`config.mk`:
```
export PLATFORM = sky130hd
export DESIGN_NAME = cpu_run_monitor
export DESIGN_NICKNAME = d
export VERILOG_FILES = /design/src/rtl/cpu_run_monitor.sv
export SDC_FILE = /design/constraint.sdc
export NUM_CORES = 1
export LEC_CHECK = 0
export ABC_CLOCK_PERIOD_IN_PS = 4900
export CORE_MARGIN = 3
export CORE_UTILIZATION = 55
export DETAILED_ROUTE_END_ITERATION = 7
export GPL_TIMING_DRIVEN = 1
export HOLD_SLACK_MARGIN = 0.02
export PLACE_DENSITY = 0.75
export SLEW_MARGIN = 20
export SYNTH_ARGS = -nofsm -noshare
export SYNTH_HDL_FRONTEND = slang
export SYNTH_SLANG_ARGS = --single-unit
```
`constraint.sdc`:
```
create_clock -name clk -period 4.9 [get_ports clk]
set_clock_uncertainty 0.05 [all_clocks]
set_input_delay 0.49 -clock clk [delete_from_list [all_inputs] [get_ports clk]]
set_output_delay 0.49 -clock clk [all_outputs]
set_load 0.005 [all_outputs]
```
`src/rtl/cpu_run_monitor.sv`:
```
// cpu_run_monitor: holds the CPU in reset, runs it to a halt instruction, drains, and
// captures probe_data into a FIFO whenever pc hits WATCH_PC. Optional watchdog: MON_TIMEOUT_EN.
module cpu_run_monitor #(
  parameter logic [15:0] WATCH_PC       = 16'h0078,
  parameter int unsigned RESET_CYCLES   = 4,
  parameter int unsigned DRAIN_CYCLES   = 10,
  parameter int unsigned FIFO_DEPTH     = 16,
  parameter int unsigned TIMEOUT_CYCLES = 65535
) (
  input  logic                          clk,
  input  logic                          reset,
  input  logic [15:0]                   instr,
  input  logic [15:0]                   pc,
  input  logic [15:0]                   probe_data,
  input  logic                          pop,
  output logic                          cpu_reset,
  output logic [15:0]                   cap_data,
  output logic                          cap_valid,
  output logic [$clog2(FIFO_DEPTH):0]   cap_count,
  output logic                          overflow,
  output logic                          halted,
  output logic                          done,
  output logic                          timeout
);

  localparam int unsigned AW      = $clog2(FIFO_DEPTH);
  localparam int unsigned CW      = AW + 1;
  localparam int unsigned CNT_MAX = (RESET_CYCLES > DRAIN_CYCLES) ? RESET_CYCLES : DRAIN_CYCLES;
  localparam int unsigned CNT_W   = $clog2(CNT_MAX + 1);

  localparam logic [CNT_W-1:0] HOLD_LAST  = CNT_W'(RESET_CYCLES - 1);
  localparam logic [CNT_W-1:0] DRAIN_LAST = CNT_W'(DRAIN_CYCLES - 1);
  localparam logic [CW-1:0]    DEPTH_C    = CW'(FIFO_DEPTH);

  localparam logic [1:0] ST_HOLD  = 2'd0;
  localparam logic [1:0] ST_RUN   = 2'd1;
  localparam logic [1:0] ST_DRAIN = 2'd2;
  localparam logic [1:0] ST_DONE  = 2'd3;

  typedef enum logic [1:0] {
    HOLD  = ST_HOLD,
    RUN   = ST_RUN,
    DRAIN = ST_DRAIN,
    DONE  = ST_DONE
  } state_t;

  state_t             r_state;
  state_t             w_state_n;
  logic [CNT_W-1:0]   r_cnt;
  logic [CNT_W-1:0]   w_cnt_n;
  logic               r_halted;
  logic               w_halt_set;
  logic               w_halt_instr;
  logic               w_wd_expire;

  logic [15:0]        r_mem [FIFO_DEPTH];
  logic [AW-1:0]      r_wr_ptr;
  logic [AW-1:0]      r_rd_ptr;
  logic [AW-1:0]      w_rd_n;
  logic [CW-1:0]      r_count;
  logic [CW-1:0]      w_count_n;
  logic [15:0]        r_head;
  logic [15:0]        w_head_n;
  logic               r_overflow;
  logic               w_push_req;
  logic               w_do_push;
  logic               w_do_pop;
  logic               w_full;

  assign w_halt_instr = (instr == 16'hE000) || (instr == 16'hE7FF);

`ifdef MON_TIMEOUT_EN
  localparam int unsigned      TMR_W    = $clog2(TIMEOUT_CYCLES + 1);
  localparam logic [TMR_W-1:0] TMR_LAST = TMR_W'(TIMEOUT_CYCLES - 1);

  logic [TMR_W-1:0] r_tmr;
  logic             r_timeout;

  assign w_wd_expire = (r_state == RUN) && (r_tmr == TMR_LAST);

  always_ff @(posedge clk) begin
    if (!reset) begin
      r_tmr     <= '0;
      r_timeout <= 1'b0;
    end else if (r_state == RUN) begin
      r_tmr <= r_tmr + TMR_W'(1);
      // a halt on the expiry cycle wins; the run ended normally
      if (w_wd_expire && !w_halt_instr)
        r_timeout <= 1'b1;
    end
  end

  assign timeout = r_timeout;
`else
  logic w_unused_timeout_cfg;

  assign w_unused_timeout_cfg = (TIMEOUT_CYCLES == 0);
  assign w_wd_expire          = 1'b0;
  assign timeout              = 1'b0;
`endif

  always_comb begin
    w_state_n  = r_state;
    w_cnt_n    = r_cnt;
    w_halt_set = 1'b0;
    case (r_state)
      HOLD: begin
        if (r_cnt == HOLD_LAST) begin
          w_state_n = RUN;
          w_cnt_n   = '0;
        end else begin
          w_cnt_n = r_cnt + CNT_W'(1);
        end
      end
      RUN: begin
        if (w_halt_instr) begin
          w_state_n  = DRAIN;
          w_cnt_n    = '0;
          w_halt_set = 1'b1;
        end else if (w_wd_expire) begin
          w_state_n = DRAIN;
          w_cnt_n   = '0;
        end
      end
      DRAIN: begin
        if (r_cnt == DRAIN_LAST) begin
          w_state_n = DONE;
          w_cnt_n   = '0;
        end else begin
          w_cnt_n = r_cnt + CNT_W'(1);
        end
      end
      DONE:    w_state_n = DONE;
      default: w_state_n = HOLD;
    endcase
  end

  always_ff @(posedge clk) begin
    if (!reset) begin
      r_state  <= HOLD;
      r_cnt    <= '0;
      r_halted <= 1'b0;
    end else begin
      r_state <= w_state_n;
      r_cnt   <= w_cnt_n;
      if (w_halt_set)
        r_halted <= 1'b1;
    end
  end

  assign w_push_req = ((r_state == RUN) || (r_state == DRAIN)) && (pc == WATCH_PC);
  assign w_full     = (r_count == DEPTH_C);
  assign w_do_pop   = pop && (r_count != '0);
  // a full FIFO still accepts a push when the head is leaving on the same edge
  assign w_do_push  = w_push_req && (!w_full || w_do_pop);
  assign w_rd_n     = r_rd_ptr + AW'(w_do_pop);

  always_comb begin
    w_count_n = r_count;
    if (w_do_push && !w_do_pop)
      w_count_n = r_count + CW'(1);
    else if (!w_do_push && w_do_pop)
      w_count_n = r_count - CW'(1);
  end

  // head is registered; bypass the incoming word when it lands in the head slot
  always_comb begin
    w_head_n = r_mem[w_rd_n];
    if (w_count_n == '0)
      w_head_n = '0;
    else if (w_do_push && (r_wr_ptr == w_rd_n))
      w_head_n = probe_data;
  end

  always_ff @(posedge clk) begin
    if (w_do_push)
      r_mem[r_wr_ptr] <= probe_data;
  end

  always_ff @(posedge clk) begin
    if (!reset) begin
      r_wr_ptr   <= '0;
      r_rd_ptr   <= '0;
      r_count    <= '0;
      r_head     <= '0;
      r_overflow <= 1'b0;
    end else begin
      if (w_do_push)
        r_wr_ptr <= r_wr_ptr + AW'(1);
      r_rd_ptr <= w_rd_n;
      r_count  <= w_count_n;
      r_head   <= w_head_n;
      if (w_push_req && w_full && !pop)
        r_overflow <= 1'b1;
    end
  end

  assign cpu_reset = (r_state == HOLD);
  assign done      = (r_state == DONE);
  assign halted    = r_halted;
  assign cap_data  = r_head;
  assign cap_valid = (r_count != '0);
  assign cap_count = r_count;
  assign overflow  = r_overflow;

endmodule

```
==> results.py, run 1 <==
metrics = {
    "power_and_ir_drop": {
        "power.density_nw_per_um2": 487.3,
        "swShare_pct": 26.72,
        "switchingPower_w": 0.001840,
        "vdd_ir_drop_max_uv": 340.7,
        "power_frac_comb_pct": 28.8,
        "clock_power_share_pct": 29.9,
        "leakage_nw": 4.693,
        "power_frac_seq_pct": 41.3,
        "internal_power_w": 0.005047,
    },
    "clock_tree": {
        "cts_tree": "yes",
        "post_cts_resize_count": 0,
        "cts_max_level": 1,
        "cts_buffer_depth": 3,
        "clk_latency_ps": 530,
        "ctsHoldBuffers": 0,
        "cts_made_buffers": 29,
        "cts_root_buffer": "clkbuf_16",
        "cts_setup_buffers": 0,
        "path_clk_slew_ps": 60,
        "cts.sinks": 293,
    },
    "synthesis": {
        "syn_area_um2": 11950,
        "synth_edf_count": 256,
        "ys.flop_type": "edfxtp_1",
        "ys_seq_area_share_pct": 70.53,
        "synthCells": 621,
        "avgSynthCellArea_um2": 19.24,
        "yosysUniqueCellTypes": 60,
        "yosys_warnings": 0,
        "async_flop_share_pct": 0,
        "ys_ff_latch": 293,
        "syn_nets": 689,
    },
    "critical_path": {
        "rr_startpoint": "cap_count[0]",
        "end_kind": "flip-flop",
        "cp.arrival_ps": 4370,
        "start_kind": "flip-flop",
        "crit_buf_inv": 2,
        "timing.rr.end": "cap_data[5]",
        "critPathSlowestCell": "ha_2",
        "critPathMaxStageDelay_ps": 620,
        "worstPathMaxFanout": 15,
        "timing.critical_path.mode_cell": "mux4_2",
        "r2r_cells": 12,
        "crit_family": "multiplexers",
        "r2r_setup_slack_ps": 870,
        "critPathRequiredTime_ps": 5240,
        "critical_path_class": "reg2reg",
        "crit_chain": "inv_1, ha_1, or4b_1, and2_4, ha_4, ha_2, buf_4, mux4_2, mux4_2, mux2_2, nand2_1, a21oi_1",
    },
    "hold_path": {
        "hp-start": "overflow",
        "hold_end": "overflow",
        "hold_path_depth": 2,
        "hold_path.class": "reg2reg",
    },
    "final_layout": {
        "final_cell_area_um2": 14130,
        "synthToLayoutAreaGrowth_pct": 18.27,
        "n_fill_cell": 1339,
        "layout_commonest_cell": "edfxtp_1",
        "drive_gt1_share_pct": 23.31,
        "antennaDiodeCount": 0,
        "mostFrequentLayoutCells": "edfxtp_1 (256), mux4_2 (80), clkdlybuf4s50_1 (76)",
        "nets": 802,
    },
    "drt": {
        "wl_um": 25910,
        "vias_per_cell": 6.208,
        "wl_per_cell_um": 25.16,
        "drtPass1Iterations": 5,
        "drt_iter0_markers": 596,
        "drcViolationCount": 0,
        "via_count": 6394,
        "ant_nets": 0,
    },
    "timing": {
        "rsz0062_at_grt": "no",
        "slew_headroom_pct": 41.27,
        "final-setup-viol-count": 0,
        "tns_ps": 0,
        "slew_violations": 0,
        "timing.fmax_mhz": 248.0,
        "min_period_ps": 4033,
        "max_slew.worst_pin.slew_ps": 876.7,
        "fin_crit_sh_pct": 82.30,
        "hold_viol_final": 0,
    },
    "floorplanning": {
        "core_um2": 21150,
        "dieWidth_um": 153.4,
        "ioPinCount": 78,
        "rows": 53,
        "chipHeight_um": 153.4,
        "initial_core_util_pct": 56.49,
        "dieArea_um2": 23530,
    },
    "global_routing": {
        "grt_max_degree": 42,
        "grt_util_all_layers_pct": 22.18,
        "grt_overflow": 0,
        "first_global_vias": 6621,
        "grt_pass1_wl_um": 39890,
        "antenna_found_initial": 0,
    },
    "run_status": {
        "status": "complete, no violations",
    },
    "placement": {
        "port_buffers": 76,
        "placed_area_um2": 13240,
        "hpwl_um": 15960,
        "gp_congestion": 0.8269,
    },
    "flow_run": {
        "cap_violations": 0,
    },
}
registers in the layout, summed over array words and instances (netlist names):
name       cells
r_rd_ptr       4
cap_count      5
r_wr_ptr       4
overflow       1
halted         1
r_state        2
r_mem        256
r_cnt          4
cap_data      16
final cells by class:
type,count,area [µm²],area share (%)
Inverter,12,45.04,0.3187
Timing Repair Buffer,112,1056,7.472
Tap cell,275,344.1,2.435
Multi-Input combinational cell,286,3369,23.84
Clock buffer,40,797.0,5.640
Clock inverter,12,92.59,0.6552
Sequential cell,293,8428,59.64
how the worst max path moves through the flow:
stage	start	end	slack [ps]	cells after the start
finish	cap_count[0]	cap_data[5]	870	12
global route	cap_count[0]	cap_data[13]	670	10
CTS	cap_count[0]	cap_data[3]	860	11
detailed placement	cap_count[0]	cap_data[13]	900	10
global placement	cap_count[0]	cap_data[15]	1010	10
floorplan	cap_count[0]	cap_data[0]	1020	13
synthesized netlist by cell type, drive strengths merged (2+ instances only):
cell type    n  area share [%]
nand2b       4            0.21
o21a         2            0.13
nand2       15            0.47
o22ai        3            0.16
or3          6            0.32
nor4bb       2            0.17
nor2b        3            0.16
nor4         6            0.44
mux4        80              15
nand4        5            0.26
xnor2        5            0.37
nor4b        2            0.20
nor3         9            0.38
nor2        35             1.1
mux2         2            0.19
a21oi        6            0.25
inv         12            0.38
o21ai        7            0.39
clkbuf      16            0.50
edfxtp     256              64
and3         5            0.26
or4b         2            0.17
buf         14            0.81
a211oi      20             1.4
and4         2            0.15
o211a        2            0.17
xor2         4            0.29
mux2i       17             1.4
ha          17             1.8
nand3        5            0.21
dfxtp       37             6.2
and2         3            0.18
cell families (layout without fill, tap and decap cells):
kind of cell,count (synthesis),count (layout),synth area share (%)
buf+inv,42,176,1.686
other cells,1,1,0.03138
compound gates,49,49,3.204
fa+ha+maj,17,17,1.780
simple gates,109,109,5.026
xor+xnor,11,11,1.047
flops,293,293,70.53
mux,99,99,16.69
power by group through the flow:
stage	combinational, W	clock [W]	sequential (W)
6_report	0.00198	0.00206	0.00284
3_5_place_dp	0.00198	0	0.00290
4_1_cts	0.00200	0.00209	0.00284
2_1_floorplan	0.00147	0	0.00288
5_1_grt	0.00213	0.00220	0.00285
3_3_place_gp	0.00194	0	0.00289
layer usage:
metal  track usage (%)  vias to the layer above  part of all wire, %
li1                  -                     2772                    -
met1             30.66                     3263                   40
met2             36.97                      302                   50
met3             3.766                       57                  7.3
met4             6.602                        0                  2.7
met5                 0                        -                    0
worst register-to-register path: cells and delay by family (launching register included):
family,cells,cell delay [ps]
multiplexers,3,1060
adder cells (fa/ha/maj),3,1020
AND/OR/NAND/NOR,3,870
buffers and inverters,2,470
flip-flops,1,370
AO/OA/AOI/OAI,1,40
stage by stage:
| stage | power [W] | setup WS [ps] | util, % | hold slack [ps] | cells |
|---|---|---|---|---|---|
| after floorplan | 0.004347 | 1022 | - | 410.4 | 621 |
| after detailed placement | 0.004880 | 895.6 | 62.60 | 417.6 | 978 |
| after global routing | 0.007189 | 669.4 | 66.81 | 457.4 | 1030 |
| after global placement | 0.004836 | 1015 | 62.60 | 396.2 | 978 |
| after CTS | 0.006938 | 855.1 | 66.81 | 432.1 | 1030 |
| final | 0.006887 | 867.1 | 66.81 | 424.7 | 1030 |
(Power assumes the default switching activity.)
==> run 2, diff against run 1 <==
ABC_CLOCK_PERIOD_IN_PS = 3770   (was 4900)
clock period = 3.77 ns   (was 4.9 ns; I/O delays follow)
==> run 2 against run 1 <==
  * Critical path depth unchanged
  * Flip-flop and latch count did not move
  * Setup slack got worse by 720 ps
  * Critical endpoint unchanged
  * Largest cell class unchanged
  * Highest routed layer unchanged
==> results.py, run 2 (synthesis results as in run 1) <==
metrics = {
    "drt": {
        "via_count": 6515,
        "ant_nets": 0,
        "drt_iter0_markers": 662,
        "drtPass1Iterations": 7,
        "vias_per_cell": 6.252,
        "drcViolationCount": 0,
        "wl_um": 27460,
        "wl_per_cell_um": 26.35,
    },
    "final_layout": {
        "nets": 814,
        "final_cell_area_um2": 14450,
        "antennaDiodeCount": 0,
        "layout_commonest_cell": "edfxtp_1",
        "largest_reg_flops": 256,
        "regArea_um2": 8428,
        "max_flop_register": "r_mem",
        "mostFrequentLayoutCells": "edfxtp_1 (256), mux4_2 (80), clkdlybuf4s50_1 (76)",
        "synthToLayoutAreaGrowth_pct": 20.91,
        "stdcell_count": 1042,
        "drive_gt1_share_pct": 25.42,
        "multi_input_area_um2": 3385,
        "n_fill_cell": 1292,
    },
    "power_and_ir_drop": {
        "p_total_w": 0.009649,
        "vdd_ir_drop_max_uv": 514.4,
        "power.density_nw_per_um2": 667.9,
        "leakage_nw": 4.854,
    },
    "critical_path": {
        "worstPathMaxFanout": 36,
        "r2r_cells": 12,
        "start_kind": "flip-flop",
        "crit_start": "cap_count[0]",
        "worstSetupEndpoint": "cap_data[5]",
        "critPathRequiredTime_ps": 4140,
        "crit_chain": "inv_1, ha_1, or4b_4, and2_4, ha_4, ha_2, buf_12, mux4_2, mux4_2, mux2_2, nand2_1, a21oi_1",
        "critPathSlowestCell": "or4b_4",
        "timing.rr.end": "cap_data[5]",
        "critical_path_class": "reg2reg",
        "rr_startpoint": "cap_count[0]",
        "r2r_setup_slack_ps": 150,
        "timing.critical_path.mode_cell": "mux4_2",
        "cp.arrival_ps": 3990,
        "critPathMaxStageDelay_ps": 530,
        "end_kind": "flip-flop",
    },
    "floorplanning": {
        "initial_core_util_pct": 56.49,
        "ioPinCount": 78,
        "core_um2": 21150,
        "rows": 53,
        "dieArea_um2": 23530,
        "chipHeight_um": 153.4,
        "dieWidth_um": 153.4,
    },
    "clock_tree": {
        "clk_latency_ps": 550,
        "path_clk_slew_ps": 60,
        "cts_buffer_depth": 3,
        "cts_made_buffers": 29,
        "cts_root_buffer": "clkbuf_16",
        "cts.sinks": 293,
        "cts_tree": "yes",
        "cts_max_level": 1,
    },
    "timing": {
        "fin_crit_sh_pct": 95.97,
        "min_period_ps": 3618,
        "slew_violations": 0,
        "max_slew.worst_pin.slew_ps": 707.0,
        "final-setup-viol-count": 0,
        "hold_slack_ps": 422.0,
        "tns_ps": 0,
        "slew_headroom_pct": 52.82,
        "hold_viol_final": 0,
        "timing.fmax_mhz": 276.4,
    },
    "global_routing": {
        "antenna_found_initial": 0,
        "grt_overflow": 0,
        "grt_util_all_layers_pct": 23.09,
        "first_global_vias": 6724,
        "grt_pass1_wl_um": 40890,
        "grt_max_degree": 37,
    },
    "flow_run": {
        "cap_violations": 0,
    },
    "placement": {
        "gp_congestion": 0.9044,
        "dp.cells": 983,
        "placed_area_um2": 13320,
        "port_buffers": 76,
        "hpwl_um": 15570,
    },
    "run_status": {
        "status": "complete, no violations",
    },
    "hold_path": {
        "hold_path.class": "reg2reg",
    },
}
run 2: cell type report:
type	count	share of cell area [%]
flip-flops and latches	293	58.34
clock inverters	20	1.767
inverters	12	0.3118
clock buffers	32	5.239
repair buffers	124	8.539
well taps	275	2.382
multi-input cells	286	23.43
run 2: worst min path at each step:
stage                         from  endpoint  cells after the start
final                     overflow  overflow                      2
after global routing        halted    halted                      1
after CTS                 overflow  overflow                      2
after detailed placement  overflow  overflow                      2
after global placement      halted    halted                      1
after floorplan           overflow  overflow                      2
run 2: worst max-delay path, delay by kind of cell, from the launching register on:
kind                     cells  cell delay [ps]
adder cells (fa/ha/maj)      3              770
AND/OR/NAND/NOR              3              830
buffers and inverters        2              360
multiplexers                 3             1070
AO/OA/AOI/OAI                1               40
flip-flops                   1              360
run 2: metal layers:
layer | vias up | share of wire (%) | global-route usage [%]
met5 | - | 0 | 0
met4 | 0 | 2.3 | 5.635
met3 | 56 | 9.5 | 5.351
met2 | 336 | 52 | 40.01
met1 | 3328 | 36 | 30.10
li1 | 2795 | - | -
run 2: what timing repair did:
item	CTS	global route
resized for setup	0	3
hold buffers	0	0
buffers inserted	0	5
setup endpoints to repair	0	12
run 2: where the power goes:
group | internal, W | switching (W) | leakage, nW | total, W
registers | 0.00362 | 0.0000854 | 2.60 | 0.00370
logic | 0.00162 | 0.00129 | 1.75 | 0.00292
clock network | 0.00185 | 0.00118 | 0.500 | 0.00303
run 2: through the flow:
step	setup slack, ps	util, %
finish	151.9	68.30
global route	-22.61	68.30
CTS	49.17	67.74
detailed placement	101.4	62.95
global placement	247.8	62.95
floorplan	2.528	-
==> run 3, diff against run 2 <==
ABC_AREA = 1   (was not set)
HOLD_SLACK_MARGIN = not set   (was 0.02)
RECOVER_POWER = 25   (was not set)
==> run 3 against run 2 <==
  * Sequential share of layout area decreased by 0.25 points
  * Critical endpoint is now cap_data[7]
  * Maximum frequency grew 10%
  * Highest routed layer unchanged
  * Power up 4.9%
  * Design area rose by 0.43%
  * Core utilization decreased by 2.4 points
  * Synthesized cell count up 77%
  * Largest power group unchanged
==> results.py, run 3 <==
metrics = {
    "run_status": {
        "status": "complete, no violations",
    },
    "power_and_ir_drop": {
        "p_total_w": 0.01012,
        "power.density_nw_per_um2": 697.3,
        "vdd_ir_drop_max_uv": 606.8,
        "leakage_nw": 5.092,
    },
    "critical_path": {
        "r2r_cells": 17,
        "cp.arrival_ps": 3690,
        "worstSetupEndpoint": "cap_data[7]",
        "crit_start": "cap_count[0]",
        "critPathRequiredTime_ps": 4180,
        "worstPathMaxFanout": 97,
        "start_kind": "flip-flop",
        "critical_path_class": "reg2reg",
        "r2r_setup_slack_ps": 490,
        "timing.rr.end": "cap_data[7]",
        "rr_startpoint": "cap_count[0]",
        "end_kind": "flip-flop",
    },
    "drt": {
        "vias_per_cell": 5.861,
        "drcViolationCount": 0,
        "drtPass1Iterations": 5,
        "wl_um": 30460,
        "drt_iter0_markers": 907,
        "via_count": 8663,
        "wl_per_cell_um": 20.61,
        "ant_nets": 0,
    },
    "clock_tree": {
        "cts_root_buffer": "clkbuf_16",
        "ctsHoldBuffers": 0,
        "cts_made_buffers": 29,
        "post_cts_resize_count": 0,
        "cts_buffer_depth": 3,
        "clk_latency_ps": 540,
        "path_clk_slew_ps": 60,
        "cts_tree": "yes",
        "cts.sinks": 293,
        "cts_setup_buffers": 0,
        "cts_max_level": 1,
    },
    "floorplanning": {
        "rows": 54,
        "ioPinCount": 78,
        "dieWidth_um": 156.5,
        "dieArea_um2": 24490,
        "initial_core_util_pct": 56.54,
        "chipHeight_um": 156.5,
        "core_um2": 22030,
    },
    "synthesis": {
        "muxShareOfSynthArea_pct": 0,
        "synth_edf_count": 256,
        "yosysMostFrequentCell": "edfxtp_1",
        "synthTopCellsByArea": "edfxtp_1 (62%), nor2_1 (6.8%), o21ai_0 (6.7%)",
        "async_flop_share_pct": 0,
        "yosys_warnings": 0,
        "synthTopCellsByCount": "edfxtp_1 (256), nor2_1 (226), o21ai_0 (167), nand2_1 (77), inv_1 (73)",
        "yosysUniqueCellTypes": 39,
        "synth_top_family_by_area": "compound AO/OA/AOI/OAI gates",
        "synth_xor_area_share_pct": 0.6329,
        "syn_area_um2": 12450,
        "syn_nets": 1166,
        "synthCells": 1098,
        "ys_seq_area_share_pct": 67.67,
        "synth_compound_area_share_pct": 12.88,
        "ys.flop_type": "edfxtp_1",
        "ys_ff_latch": 293,
        "synthSimpleGateAreaFrac_pct": 12.34,
        "avgSynthCellArea_um2": 11.34,
        "synth_top_area_cell": "edfxtp_1",
        "synthAdderAreaFrac_pct": 1.708,
        "synth_top_cell_area_share_pct": 61.72,
    },
    "final_layout": {
        "final_core_util_pct": 65.88,
        "final_cell_area_um2": 14510,
        "drive_gt1_share_pct": 10.93,
        "nets": 1244,
        "n_fill_cell": 1627,
        "multi_input_area_um2": 3498,
        "synthToLayoutAreaGrowth_pct": 16.51,
        "layout_commonest_cell": "edfxtp_1",
        "stdcell_count": 1478,
        "antennaDiodeCount": 0,
        "mostFrequentLayoutCells": "edfxtp_1 (256), nor2_1 (210), o21ai_0 (167)",
        "largest_reg_flops": 256,
        "max_flop_register": "r_mem",
        "regArea_um2": 8428,
    },
    "placement": {
        "placed_area_um2": 13630,
        "hpwl_um": 17800,
        "gp_congestion": 0.8503,
        "port_buffers": 76,
        "dp.cells": 1425,
    },
    "hold_path": {
        "hp-start": "halted",
        "hold_path.class": "reg2reg",
        "hold_path_depth": 2,
    },
    "global_routing": {
        "first_global_vias": 8594,
        "grt_pass1_wl_um": 47020,
        "grt_max_degree": 98,
        "antenna_found_initial": 0,
        "grt_overflow": 0,
        "grt_util_all_layers_pct": 24.81,
    },
    "timing": {
        "hold_viol_final": 0,
        "tns_ps": 0,
        "rsz0062_at_grt": "no",
        "min_period_ps": 3276,
        "fin_crit_sh_pct": 86.89,
        "max_slew.worst_pin.slew_ps": 706.2,
        "timing.fmax_mhz": 305.3,
        "slew_headroom_pct": 52.87,
        "slew_violations": 0,
        "final-setup-viol-count": 0,
    },
    "flow_run": {
        "cap_violations": 0,
    },
}
[run 3: cell count changes in the layout (fill, tap and decap cells not counted), sizes merged, moves of 9 or more]
| cell | before | now |
|---|---|---|
| a211oi | 20 | 1 |
| buf | 46 | 30 |
| clkdlybuf4s50 | 76 | 67 |
| dlygate4sd3 | 0 | 9 |
| inv | 13 | 78 |
| mux2i | 17 | 0 |
| mux4 | 80 | 0 |
| nand2 | 15 | 79 |
| nand3 | 5 | 27 |
| nor2 | 35 | 241 |
| o211ai | 1 | 31 |
| o21ai | 7 | 197 |
| o22ai | 3 | 32 |
[run 3: layout make-up]
| type | count | share of cell area (%) |
|---|---|---|
| multi-input combinational | 668 | 24.11 |
| sequential | 293 | 58.08 |
| clock inverter | 15 | 0.8192 |
| clock buffer | 38 | 5.234 |
| timing repair buffer | 106 | 7.312 |
| tap | 280 | 2.414 |
| inverter | 78 | 2.026 |
[run 3: worst min-delay path by stage]
stage                          end
after floorplan             halted
after global placement    overflow
after detailed placement    halted
after CTS                   halted
after global routing        halted
final                       halted
[run 3: logic make-up (layout without fill, tap and decap cells)]
logic type | count (synthesis) | count (layout)
buffers and inverters | 137 | 237
XOR/XNOR | 6 | 6
AND/OR/NAND/NOR | 365 | 365
adder cells (fa/ha/maj) | 17 | 17
other | 1 | 1
flip-flops | 293 | 293
AO/OA/AOI/OAI | 279 | 279
[run 3: where the power goes]
| group | leakage, nW | switching [W] | internal [W] |
|---|---|---|---|
| Sequential | 2.60 | 0.000120 | 0.00364 |
| Combinational | 2.06 | 0.00237 | 0.00129 |
| Clock | 0.429 | 0.00115 | 0.00155 |
| Total | 5.09 | 0.00364 | 0.00647 |
[run 3: worst max-delay path, stage by stage, from the launching register on]
cell and delay (ps):
dfxtp_1 360, inv_1 130, ha_1 210, nand3_2 100, nand2_2 120, inv_2 90, ha_4 170, ha_2 350
buf_12 370, nand2_1 100, nand4_1 90, a21oi_1 70, o2111ai_4 140, buf_4 440, nand2_1 140, o21ai_2 90
inv_1 50, nor2_1 120
[run 3: metrics by stage]
step | hold slack [ps] | setup WS [ps]
after detailed placement | 413.7 | 488.4
after global routing | 455.9 | 212.3
after global placement | 403.4 | 556.4
after CTS | 430.9 | 512.4
final | 425.2 | 494.1
after floorplan | 410.4 | 1087
[run 3: routing by layer]
layer	global-route usage (%)	wire length, µm	vias to the layer above
met3	3.761	2126	71
met4	9.129	1103	0
li1	-	-	4029
met5	0	0	-
met1	32.25	12000	4207
met2	42.56	15220	356
